`config.mk`:
```
export PLATFORM = sky130hd
export DESIGN_NAME = aha_clk_rst_req_seq
export DESIGN_NICKNAME = d
export VERILOG_FILES = /design/src/rtl/aha_clk_rst_req_seq.sv
export SDC_FILE = /design/constraint.sdc
export NUM_CORES = 1
export LEC_CHECK = 0
export CORE_MARGIN = 3
export CORE_UTILIZATION = 25
export CTS_CLUSTER_DIAMETER = 150
export CTS_CLUSTER_SIZE = 8
export DETAILED_ROUTE_END_ITERATION = 8
export PLACE_DENSITY = 0.49
export SYNTH_ARGS = -nofsm -noshare
export SYNTH_HDL_FRONTEND = slang
export SYNTH_SLANG_ARGS = --single-unit
```
`constraint.sdc`:
```
create_clock -name CLK -period 2.85 [get_ports CLK]
set_input_delay 0.57 -clock CLK [delete_from_list [all_inputs] [get_ports CLK]]
set_output_delay 0.57 -clock CLK [all_outputs]
set_load 0.1 [all_outputs]
```
`src/rtl/aha_clk_rst_req_seq.sv`:
```
// Purpose: sequences clock-gate / reset-assert / reset-release / clock-ungate for one gated domain.
// Latency: state moves on the edge that samples a pulse; outputs follow one edge later (registered).
// Backpressure: none; pulses arriving mid-sequence are held as pending release/request flags.
module aha_clk_rst_req_seq #(
  parameter int GATE_CYCLES    = 4,
  parameter int MIN_RST_CYCLES = 3,
  parameter int HOLD_CYCLES    = 8
) (
  input  logic CLK,
  input  logic RESET,
  input  logic RISE_PULSE,
  input  logic FALL_PULSE,
  output logic CLKEN_OUT,
  output logic RST_OUT,
  output logic ACK,
  output logic BUSY,
  output logic PROTO_ERR
);

  localparam int MAX_GR  = (GATE_CYCLES > MIN_RST_CYCLES) ? GATE_CYCLES : MIN_RST_CYCLES;
  localparam int MAX_ALL = (MAX_GR > HOLD_CYCLES) ? MAX_GR : HOLD_CYCLES;
  localparam int CW      = $clog2(MAX_ALL + 1);

  localparam logic [CW-1:0] GATE_LAST = CW'(GATE_CYCLES - 1);
  localparam logic [CW-1:0] RST_LAST  = CW'(MIN_RST_CYCLES - 1);
  localparam logic [CW-1:0] HOLD_LAST = CW'(HOLD_CYCLES - 1);

  typedef enum logic [2:0] {
    S_RUN  = 3'd0,
    S_GATE = 3'd1,
    S_RST  = 3'd2,
    S_HELD = 3'd3,
    S_REL  = 3'd4
  } state_t;

  state_t          r_state;
  state_t          w_state_nxt;
  logic [CW-1:0]   r_cnt;
  logic [CW-1:0]   w_cnt_nxt;
  logic            r_rel_pend;
  logic            w_rel_pend_nxt;
  logic            r_req_pend;
  logic            w_req_pend_nxt;
  logic            r_proto_seen;

  logic            w_rise;
  logic            w_fall;
  logic            w_both;

  logic            w_clken;
  logic            w_rst;
  logic            w_ack;
  logic            w_busy;

  logic            r_clken;
  logic            r_rst;
  logic            r_ack;
  logic            r_busy;
  logic            r_proto_err;

  // A simultaneous rise/fall pair is a protocol violation; neither pulse is acted on.
  assign w_both = RISE_PULSE & FALL_PULSE;
  assign w_rise = RISE_PULSE & ~FALL_PULSE;
  assign w_fall = FALL_PULSE & ~RISE_PULSE;

  // State, counter, pending flags and sticky protocol-error capture.
  always_ff @(posedge CLK) begin
    if (RESET) begin
      r_state      <= S_RUN;
      r_cnt        <= '0;
      r_rel_pend   <= 1'b0;
      r_req_pend   <= 1'b0;
      r_proto_seen <= 1'b0;
    end else begin
      r_state      <= w_state_nxt;
      r_cnt        <= w_cnt_nxt;
      r_rel_pend   <= w_rel_pend_nxt;
      r_req_pend   <= w_req_pend_nxt;
      r_proto_seen <= r_proto_seen | w_both;
    end
  end

  // Next state and pending-flag bookkeeping; the counter restarts on every state change.
  always_comb begin
    w_state_nxt    = r_state;
    w_rel_pend_nxt = r_rel_pend;
    w_req_pend_nxt = r_req_pend;
    case (r_state)
      S_RUN: begin
        if (w_rise) w_state_nxt = S_GATE;
      end
      S_GATE: begin
        if (w_fall) w_rel_pend_nxt = 1'b1;
        if (w_rise) w_rel_pend_nxt = 1'b0;
        if (r_cnt == GATE_LAST) w_state_nxt = S_RST;
      end
      S_RST: begin
        if (w_fall) w_rel_pend_nxt = 1'b1;
        if (w_rise) w_rel_pend_nxt = 1'b0;
        if (r_cnt == RST_LAST) w_state_nxt = S_HELD;
      end
      S_HELD: begin
        if (w_rise) w_rel_pend_nxt = 1'b0;
        if (r_rel_pend || w_fall) begin
          w_state_nxt    = S_REL;
          w_rel_pend_nxt = 1'b0;
        end
      end
      S_REL: begin
        if (w_rise) w_req_pend_nxt = 1'b1;
        if (w_fall) w_req_pend_nxt = 1'b0;
        // A re-request landing on the final REL cycle still counts.
        if (r_cnt == HOLD_LAST) begin
          w_state_nxt    = w_req_pend_nxt ? S_GATE : S_RUN;
          w_req_pend_nxt = 1'b0;
        end
      end
      default: begin
        w_state_nxt    = S_RUN;
        w_rel_pend_nxt = 1'b0;
        w_req_pend_nxt = 1'b0;
      end
    endcase

    if (w_state_nxt != r_state) begin
      w_cnt_nxt = '0;
    end else if (r_state == S_GATE || r_state == S_RST || r_state == S_REL) begin
      w_cnt_nxt = r_cnt + CW'(1);
    end else begin
      w_cnt_nxt = '0;
    end
  end

  // Per-state output levels, registered below so they lag the state by one edge.
  always_comb begin
    w_clken = 1'b0;
    w_rst   = 1'b0;
    w_ack   = 1'b0;
    w_busy  = 1'b0;
    case (r_state)
      S_RUN:  w_clken = 1'b1;
      S_GATE: w_busy  = 1'b1;
      S_RST: begin
        w_rst  = 1'b1;
        w_busy = 1'b1;
      end
      S_HELD: begin
        w_rst = 1'b1;
        w_ack = 1'b1;
      end
      S_REL: begin
        w_ack  = 1'b1;
        w_busy = 1'b1;
      end
      default: w_clken = 1'b1;
    endcase
  end

  // Output registers.
  always_ff @(posedge CLK) begin
    if (RESET) begin
      r_clken     <= 1'b1;
      r_rst       <= 1'b0;
      r_ack       <= 1'b0;
      r_busy      <= 1'b0;
      r_proto_err <= 1'b0;
    end else begin
      r_clken     <= w_clken;
      r_rst       <= w_rst;
      r_ack       <= w_ack;
      r_busy      <= w_busy;
      r_proto_err <= r_proto_seen;
    end
  end

  assign CLKEN_OUT = r_clken;
  assign RST_OUT   = r_rst;
  assign ACK       = r_ack;
  assign BUSY      = r_busy;
  assign PROTO_ERR = r_proto_err;

endmodule

```
* Word level (Yosys, flattened, before mapping)
Index checks and enable logic that the tools add are counted.
Widths: inputs -> output; s select.
** Storage, ports and cells
- Word-level logic and storage cells :: 63
- Register bits after elaboration :: 15
- Memory bits (writable) :: 0
- Memory bits (read-only) :: 0
- Input bits :: 4
- Bits in latches :: 0
- Memories :: 0
- Output and inout bits :: 5
** Cells by class
- Multiplexer cells :: 21
- Order comparisons :: 0
- Divide/modulo/power cells :: 0
- Equality and inequality tests :: 10
- Shift operators :: 0
- Bitwise operators :: 8
- Reduce and logical (&&, ||, !) cells :: 13
- Add/subtract/negate cells :: 1
- Multipliers :: 0
** Operators by type and width (number)
- $mux 3 :: 5
- $pmux 3 s5 :: 1
- $mux 1 :: 13
- $eq 4x2->1 const B :: 2
- $reduce_or 2->1 :: 4
- $reduce_or 4->1 :: 2
- $eq 3x2->1 const B :: 2
- $reduce_or 3->1 :: 2
- $add 4x1->4 const B :: 1
- $eq 4x3->1 const B :: 1
- $not 1->1 :: 4
- $and 1x1->1 :: 3
- $eq 3x1->1 const B :: 1
- $eq 3x3->1 const B :: 1
- $logic_not 3->1 :: 1
- $logic_or 1x1->1 :: 3
- $ne 3x1->1 const B :: 1
- $ne 3x3->1 :: 1
- $ne 3x3->1 const B :: 1
- $pmux 1 s3 :: 1
- $reduce_and 3->1 :: 1
- $pmux 1 s2 :: 1
- $or 1x1->1 :: 1

* Longest topological paths before layout
Gate-level depths: netlist (run 1).
- Depth in word-level cells :: 10
- Mapped depth :: 6
- Mapped depth without buffers :: 6

* Worst setup path before layout (run 1)
OpenSTA, ideal clock, no wires.
- Kind :: reg2out
- Start :: reg r_ack, in the netlist ACK
- End :: out ACK
- Stages on the path, launching flop included :: 1
- Data arrival time :: 0.909 ns
- Buffers on the path :: 0
- Path slack :: 1.371 ns
- Required time :: 2.280 ns
- Cells stage by stage :: dfxtp_1
** RTL lines
- start, declared :: line 57 : logic r_ack;
- start signal, assigned :: line 170 : r_ack <= w_ack;
- end, declared :: line 15 : output logic ACK,
No word-level cell between the ends.

* Final worst setup path (run 1)
- Start :: in FALL_PULSE
- End :: reg r_req_pend
** Between the ends
- Longest elaborated chain between the ends :: 7
- Elaborated cells on any way between the ends :: 8
- Those cells by class :: mux (5); bitwise (3)
** RTL lines
- start, declared :: line 12 : input logic FALL_PULSE,
- $not 1->1 :: line 63 : assign w_rise = RISE_PULSE & ~FALL_PULSE;
- $and 1x1->1 :: line 63
- $mux 1 :: line 110 : if (w_rise) w_req_pend_nxt = 1'b1;
- $mux 1 (*) :: line 111 : if (w_fall) w_req_pend_nxt = 1'b0;
- $mux 1 (*) :: line 88 : case (r_state)
- $mux 1 (*) :: line 113 : if (r_cnt == HOLD_LAST) begin
- $pmux 1 s2 (*) :: line 88
- end signal, assigned :: line 78 : r_req_pend <= w_req_pend_nxt;
- end, declared :: line 42 : logic r_req_pend;
Mark *: on every way between the ends. The rest lies on a longest branch, timed or not. The select of a mux whose other input is x is not followed.
A chain may end at the register's enable or synchronous reset.

==> impl_metrics.tcl, run 1 <==
set metrics [dict create \
    rows 19 \
    power_density_nw_per_um2 464 \
    cts_root_buf "clkbuf_4" \
    layout_setup_ws_ps 1250 \
    dp_hpwl_um 1050 \
    path_class "input port to register" \
    path_delay_family "buffers and inverters" \
    n_fill_cell 304 \
    end_kind "register" \
    hold_path_end "PROTO_ERR" \
    critPathMaxFanout 4 \
    p_leak_uw 0.000295 \
    p_sw_share_pct 26.2 \
    synth.ff_latch_count 15 \
    crit_buf_inv 1 \
    worst_pin_slew_ps 559 \
    ant_nets 0 \
    synth_cell_type_count 36 \
    critPathSlowestCell "clkdlybuf4s50_1" \
    nets 97 \
    grt_setup_unrepaired "no" \
    vias_per_cell 4.99 \
    cp_slowest_stage_delay_ps 500 \
    final_cell_mix "dfxtp_1 (15), nor2_1 (9), nor3_1 (5), buf_4 (5)" \
    area_delta_synth_final_pct 13.6 \
    cp-start-kind "input port" \
    die_area_um2 3640 \
    num_antenna_cells 0 \
    r2r_slack_ps 1340 \
    power_switching_uw 102 \
    die_w_um 60.3 \
    netlist_area_um2 737 \
    cts_resized 0 \
    grtUsageTotal_pct 9.22 \
    fin_crit_ps 1600 \
    final_common_cell "dfxtp_1" \
    routedWlPerCell_um 12.1 \
    finalMaxSlewViolations 0 \
    drtPass1Iterations 4 \
    coreArea_um2 2780 \
    numCtsBuffers 3 \
    io_pins 9 \
    syn_area_per_cell_um2 8.88 \
    grt_pass1_vias 584 \
    yosysSeqAreaShare_pct 40.7 \
    pwr-share-comb_pct 12.0 \
    status "complete, no violations" \
    power_frac_seq_pct 57.2 \
    internal-power_uw 287 \
    p_clk_share_pct 30.8 \
    cts-hold-fix-buffers 0 \
    clk_pin_slew_worst_paths_ps 80 \
    drtIter0Drc 11 \
    die_height_um 60.3 \
    drive_gt1_share_pct 14.4 \
    tns_ps 0 \
    cts_buffer_depth 2 \
    grt_remaining_overflow 0 \
    r2r_start "r_cnt[0]" \
    ir_worst_vdd_mv 0.287 \
    worstHoldPathCells 1 \
    finalHoldViolations 0 \
    r2r_cells 5 \
    crit_path_cell_trace "clkdlybuf4s50_1 > and2b_1 > a22o_1 > a32oi_1 > nor2_1" \
    initial_utilization_pct 26.5 \
    cts_setup_buffers 0 \
    whs_ps 475 \
    multiInputGateArea_um2 397 \
    reg2reg_to "r_state[0]" \
    setup_violations 0 \
    critical_path_arrival_ps 1750 \
    maxCapViolations 0 \
    cts_sinks 15 \
    crit_required_ps 3000 \
    finalClockSkew_ps 2.03 \
    max_freq_ghz 0.623 \
    num_vias 604 \
    drc_errors 0 \
    slew_headroom_pct 62.6 \
    regArea_um2 300 \
    place_ws_ps 955 \
    totalWireLength_um 1470 \
    synth_cells 83 \
    io_buffers 8 \
    h-tree-depth 1 \
    grt_max_degree 16 \
    ys.warnings.count 0 \
    period_share_pct 56.3 \
    min_path_type "register to register" \
    place_congestion 0.817 \
    clk_latency_ps 280 \
    syn_nets 89 \
    grt_pass1_wl_um 2520 \
    min_from "r_proto_seen" \
    antenna_found_initial 0 \
    cts_tree "yes" \
]
==> sequential cells by signal, summed over array words and instances (netlist names) <==
name,count
CLKEN_OUT,1
BUSY,1
ACK,1
r_cnt,4
r_req_pend,1
r_state,3
RST_OUT,1
r_rel_pend,1
PROTO_ERR,1
r_proto_seen,1
==> kinds of logic after synthesis <==
| family | after synthesis | synth area share [%] |
|---|---|---|
| muxes | 1 | 1.36 |
| DFF | 15 | 40.7 |
| and+or+nand+nor | 37 | 28.9 |
| buffers and inverters | 7 | 5.43 |
| AOI/OAI and AO/OA | 18 | 16.6 |
| xor gates and xnor gates | 3 | 3.57 |
| adders and majority gates | 2 | 3.40 |
==> layout make-up <==
type	count	share of cell area, %
Multi-Input combinational cell	61	47.4
Sequential cell	15	35.9
Timing Repair Buffer	8	8.07
Tap cell	31	4.63
Clock buffer	4	3.14
Inverter	2	0.897
==> cell usage after synthesis (all sizes together) <==
cell type  number  share of area [%]
dfxtp          15                 41
nor2           10                5.4
nor3            6                4.8
buf             4                3.9
o21ai           4                2.7
a21oi           3                2.0
nand2           3                1.5
nand2b          3                2.5
nand3           3                2.0
nor2b           3                3.6
nor3b           3                3.7
xnor2           3                3.6
a32oi           2                2.4
ha              2                3.4
inv             2                1.0
nand4           2                1.7
o211ai          2                2.0
or3             2                1.7
a21bo           1                1.4
a22o            1                1.2
a22oi           1                1.0
a2bb2oi         1                1.2
a31oi           1               0.85
and2            1               0.85
and2b           1                1.0
clkbuf          1               0.51
mux2i           1                1.4
o21bai          1                1.0
o22ai           1               0.85
==> power groups by stage <==
| stage | sequential (µW) | clock (µW) | combinational, µW |
|---|---|---|---|
| after global placement | 227 | 0 | 46.6 |
| final | 222 | 120 | 46.6 |
| after CTS | 222 | 128 | 47.0 |
| after detailed placement | 227 | 0 | 46.9 |
| after floorplan | 238 | 0 | 23.0 |
| after global routing | 224 | 137 | 51.3 |
==> per-layer routing <==
layer,vias to the layer above,wire (µm),track usage [%]
li1,310,-,-
met1,284,743,12.0
met2,10,659,14.2
met3,0,65,3.89
met4,0,0,1.90
met5,-,0,0
==> worst max path at each step <==
stage                     startpoint         end  cells after the start
final                     FALL_PULSE  r_req_pend                      5
after global routing      FALL_PULSE  r_state[0]                      5
after CTS                 FALL_PULSE  r_req_pend                      5
after detailed placement  FALL_PULSE  r_req_pend                      5
after global placement    FALL_PULSE  r_req_pend                      5
after floorplan                  ACK         ACK                      0
==> worst register-to-register path, stage by stage (launching register included) <==
cell     delay [ps]
dfxtp_1         380
ha_1            210
nor2b_4         190
nand2_1         110
or3_1           390
a31oi_1         150
==> through the flow <==
stage | util (%) | instance area [µm²] | std cells | total power (µW)
finish | 30.1 | 837 | 121 | 388
global route | 30.1 | 837 | 121 | 412
CTS | 30.1 | 837 | 121 | 397
detailed placement | 29.1 | 811 | 117 | 274
global placement | 29.1 | 811 | 117 | 274
floorplan | - | 737 | 83 | 261
(Power assumes the default switching activity.)
==> run 2: changes to the inputs <==
- clock period: 2.85 -> 1.58 ns (I/O delays scaled with it)
==> run 2 against run 1 <==
Compared with the run above: combinational power is 110% higher; cell count is 3.3% higher; first-iteration DRC count is 27% lower; global-route usage is 1.5 points higher; die area stayed put; critical path type is now register to register; routed wire length is 8.7% higher; utilization is 3.4 points higher.
==> impl_metrics.tcl, run 2 (same netlist as run 1, synthesis figures left out) <==
set metrics [dict create \
    status "complete, no violations" \
    slew_headroom_pct 64.1 \
    final_cell_count_no_fill 125 \
    power_frac_seq_pct 56.3 \
    critPathSlowestCell "or3_1" \
    cts_tree "yes" \
    path_class "register to register" \
    clk_latency_ps 280 \
    p_leak_uw 0.000333 \
    cp-start-kind "register" \
    place_congestion 0.791 \
    largest-register "r_cnt" \
    power_switching_uw 186 \
    whs_ps 439 \
    clk_pin_slew_worst_paths_ps 90 \
    max_freq_ghz 0.718 \
    vias_per_cell 4.99 \
    min_from "r_cnt[0]" \
    p_sw_share_pct 26.0 \
    critPathMaxFanout 4 \
    crit_path_cell_trace "ha_1 > nor2b_4 > nand2_1 > or3_1 > a31oi_1" \
    cts_sinks 15 \
    maxCapViolations 0 \
    setup_violations 0 \
    drive_gt1_share_pct 19.1 \
    critical_path_arrival_ps 1610 \
    die_area_um2 3640 \
    initial_utilization_pct 26.5 \
    min_path_type "register to register" \
    hold_path_end "r_cnt[0]" \
    routedWlPerCell_um 12.8 \
    internal-power_uw 530 \
    area_delta_synth_final_pct 26.3 \
    ir_worst_vdd_mv 0.433 \
    dp_hpwl_um 1210 \
    grt_setup_unrepaired "no" \
    period_share_pct 88.2 \
    reg2reg_to "r_state[0]" \
    rows 19 \
    die_height_um 60.3 \
    largest_registers "r_cnt (4), r_state (3)" \
    fin_crit_ps 1390 \
    drc_errors 0 \
    grt_max_degree 16 \
    finalHoldViolations 0 \
    io_pins 9 \
    num_antenna_cells 0 \
    drtIter0Drc 8 \
    final_common_cell "dfxtp_1" \
    io_buffers 8 \
    end_kind "register" \
    nets 101 \
    grtUsageTotal_pct 10.7 \
    r2r_start "r_cnt[1]" \
    r2r_slack_ps 190 \
    r2r_cells 5 \
    grt_remaining_overflow 0 \
    drtPass1Iterations 4 \
    cp_slowest_stage_delay_ps 370 \
    dp.cells 121 \
    largest_register_ffs 4 \
    num_vias 624 \
    crit_required_ps 1800 \
    final_cell_mix "dfxtp_1 (14), nor2_1 (9), nor3_1 (5), buf_12 (5), buf_4 (4)" \
    cts_setup_buffers 0 \
    finalClockSkew_ps 4.28 \
    antenna_found_initial 0 \
    cts-hold-fix-buffers 0 \
    grt_pass1_wl_um 2870 \
    worstHoldPathCells 1 \
    numCtsBuffers 3 \
    coreArea_um2 2780 \
    cts_buffer_depth 2 \
    die_w_um 60.3 \
    h-tree-depth 1 \
    cts_root_buf "clkbuf_4" \
    ant_nets 0 \
    p_clk_share_pct 30.2 \
    totalWireLength_um 1600 \
    power_density_nw_per_um2 769 \
    finalMaxSlewViolations 0 \
    worst_pin_slew_ps 538 \
    grt_pass1_vias 657 \
    pwr-share-comb_pct 13.5 \
]
[run 2: power by group through the flow]
stage	registers, µW	logic (µW)	clock network, µW
floorplan	429	41.5	0
global placement	411	96.1	0
detailed placement	412	97.4	0
CTS	403	97.7	231
global route	406	106	250
finish	403	96.5	216
[run 2: how the worst max path moves through the flow]
stage	startpoint	to	slack (ps)	cells after the start
detailed placement	FALL_PULSE	r_req_pend	-60	5
global placement	FALL_PULSE	r_req_pend	-20	5
CTS	r_cnt[0]	r_state[0]	140	5
global route	r_state[1]	r_state[0]	20	4
floorplan	r_cnt[0]	r_state[0]	250	5
finish	r_cnt[1]	r_state[0]	190	5
[run 2: final cells by class]
type / count / area (µm²)
Fill cell: 294 / 1850
Multi-Input combinational cell: 61 / 397
Sequential cell: 15 / 302
Timing Repair Buffer: 12 / 160
Tap cell: 31 / 38.8
Clock buffer: 4 / 26.3
Inverter: 2 / 7.51
[run 2: through the flow]
| stage | instance area (µm²) | power, µW | worst slack (ps) | TNS, ps | util [%] |
|---|---|---|---|---|---|
| after CTS | 930 | 732 | 135 | 0 | 33.4 |
| after floorplan | 737 | 470 | 247 | 0 | - |
| after global routing | 931 | 761 | 24.2 | 0 | 33.5 |
| after global placement | 903 | 507 | -15.6 | -25.3 | 32.5 |
| final | 931 | 716 | 187 | 0 | 33.5 |
| after detailed placement | 903 | 509 | -63.0 | -99.6 | 32.5 |
[run 2: per-layer routing]
metal / vias to the layer above / track usage, % / part of all wire (%)
met5: - / 0 / 0
met4: 0 / 2.85 / 0.63
met3: 2 / 4.54 / 4.1
met2: 10 / 18.7 / 51
met1: 296 / 11.9 / 44
li1: 316 / - / -
[run 2: critical path: cells and delay by family (launching register included)]
family / cells / cell delay [ps]
simple gates: 3 / 630
fa+ha+maj: 1 / 190
flops: 1 / 360
compound gates: 1 / 150
[run 2: timing repair]
item                                    CTS  global route
gates resized for setup                   0             1
hold endpoints to repair                  0             0
endpoints found under the setup margin    0             1
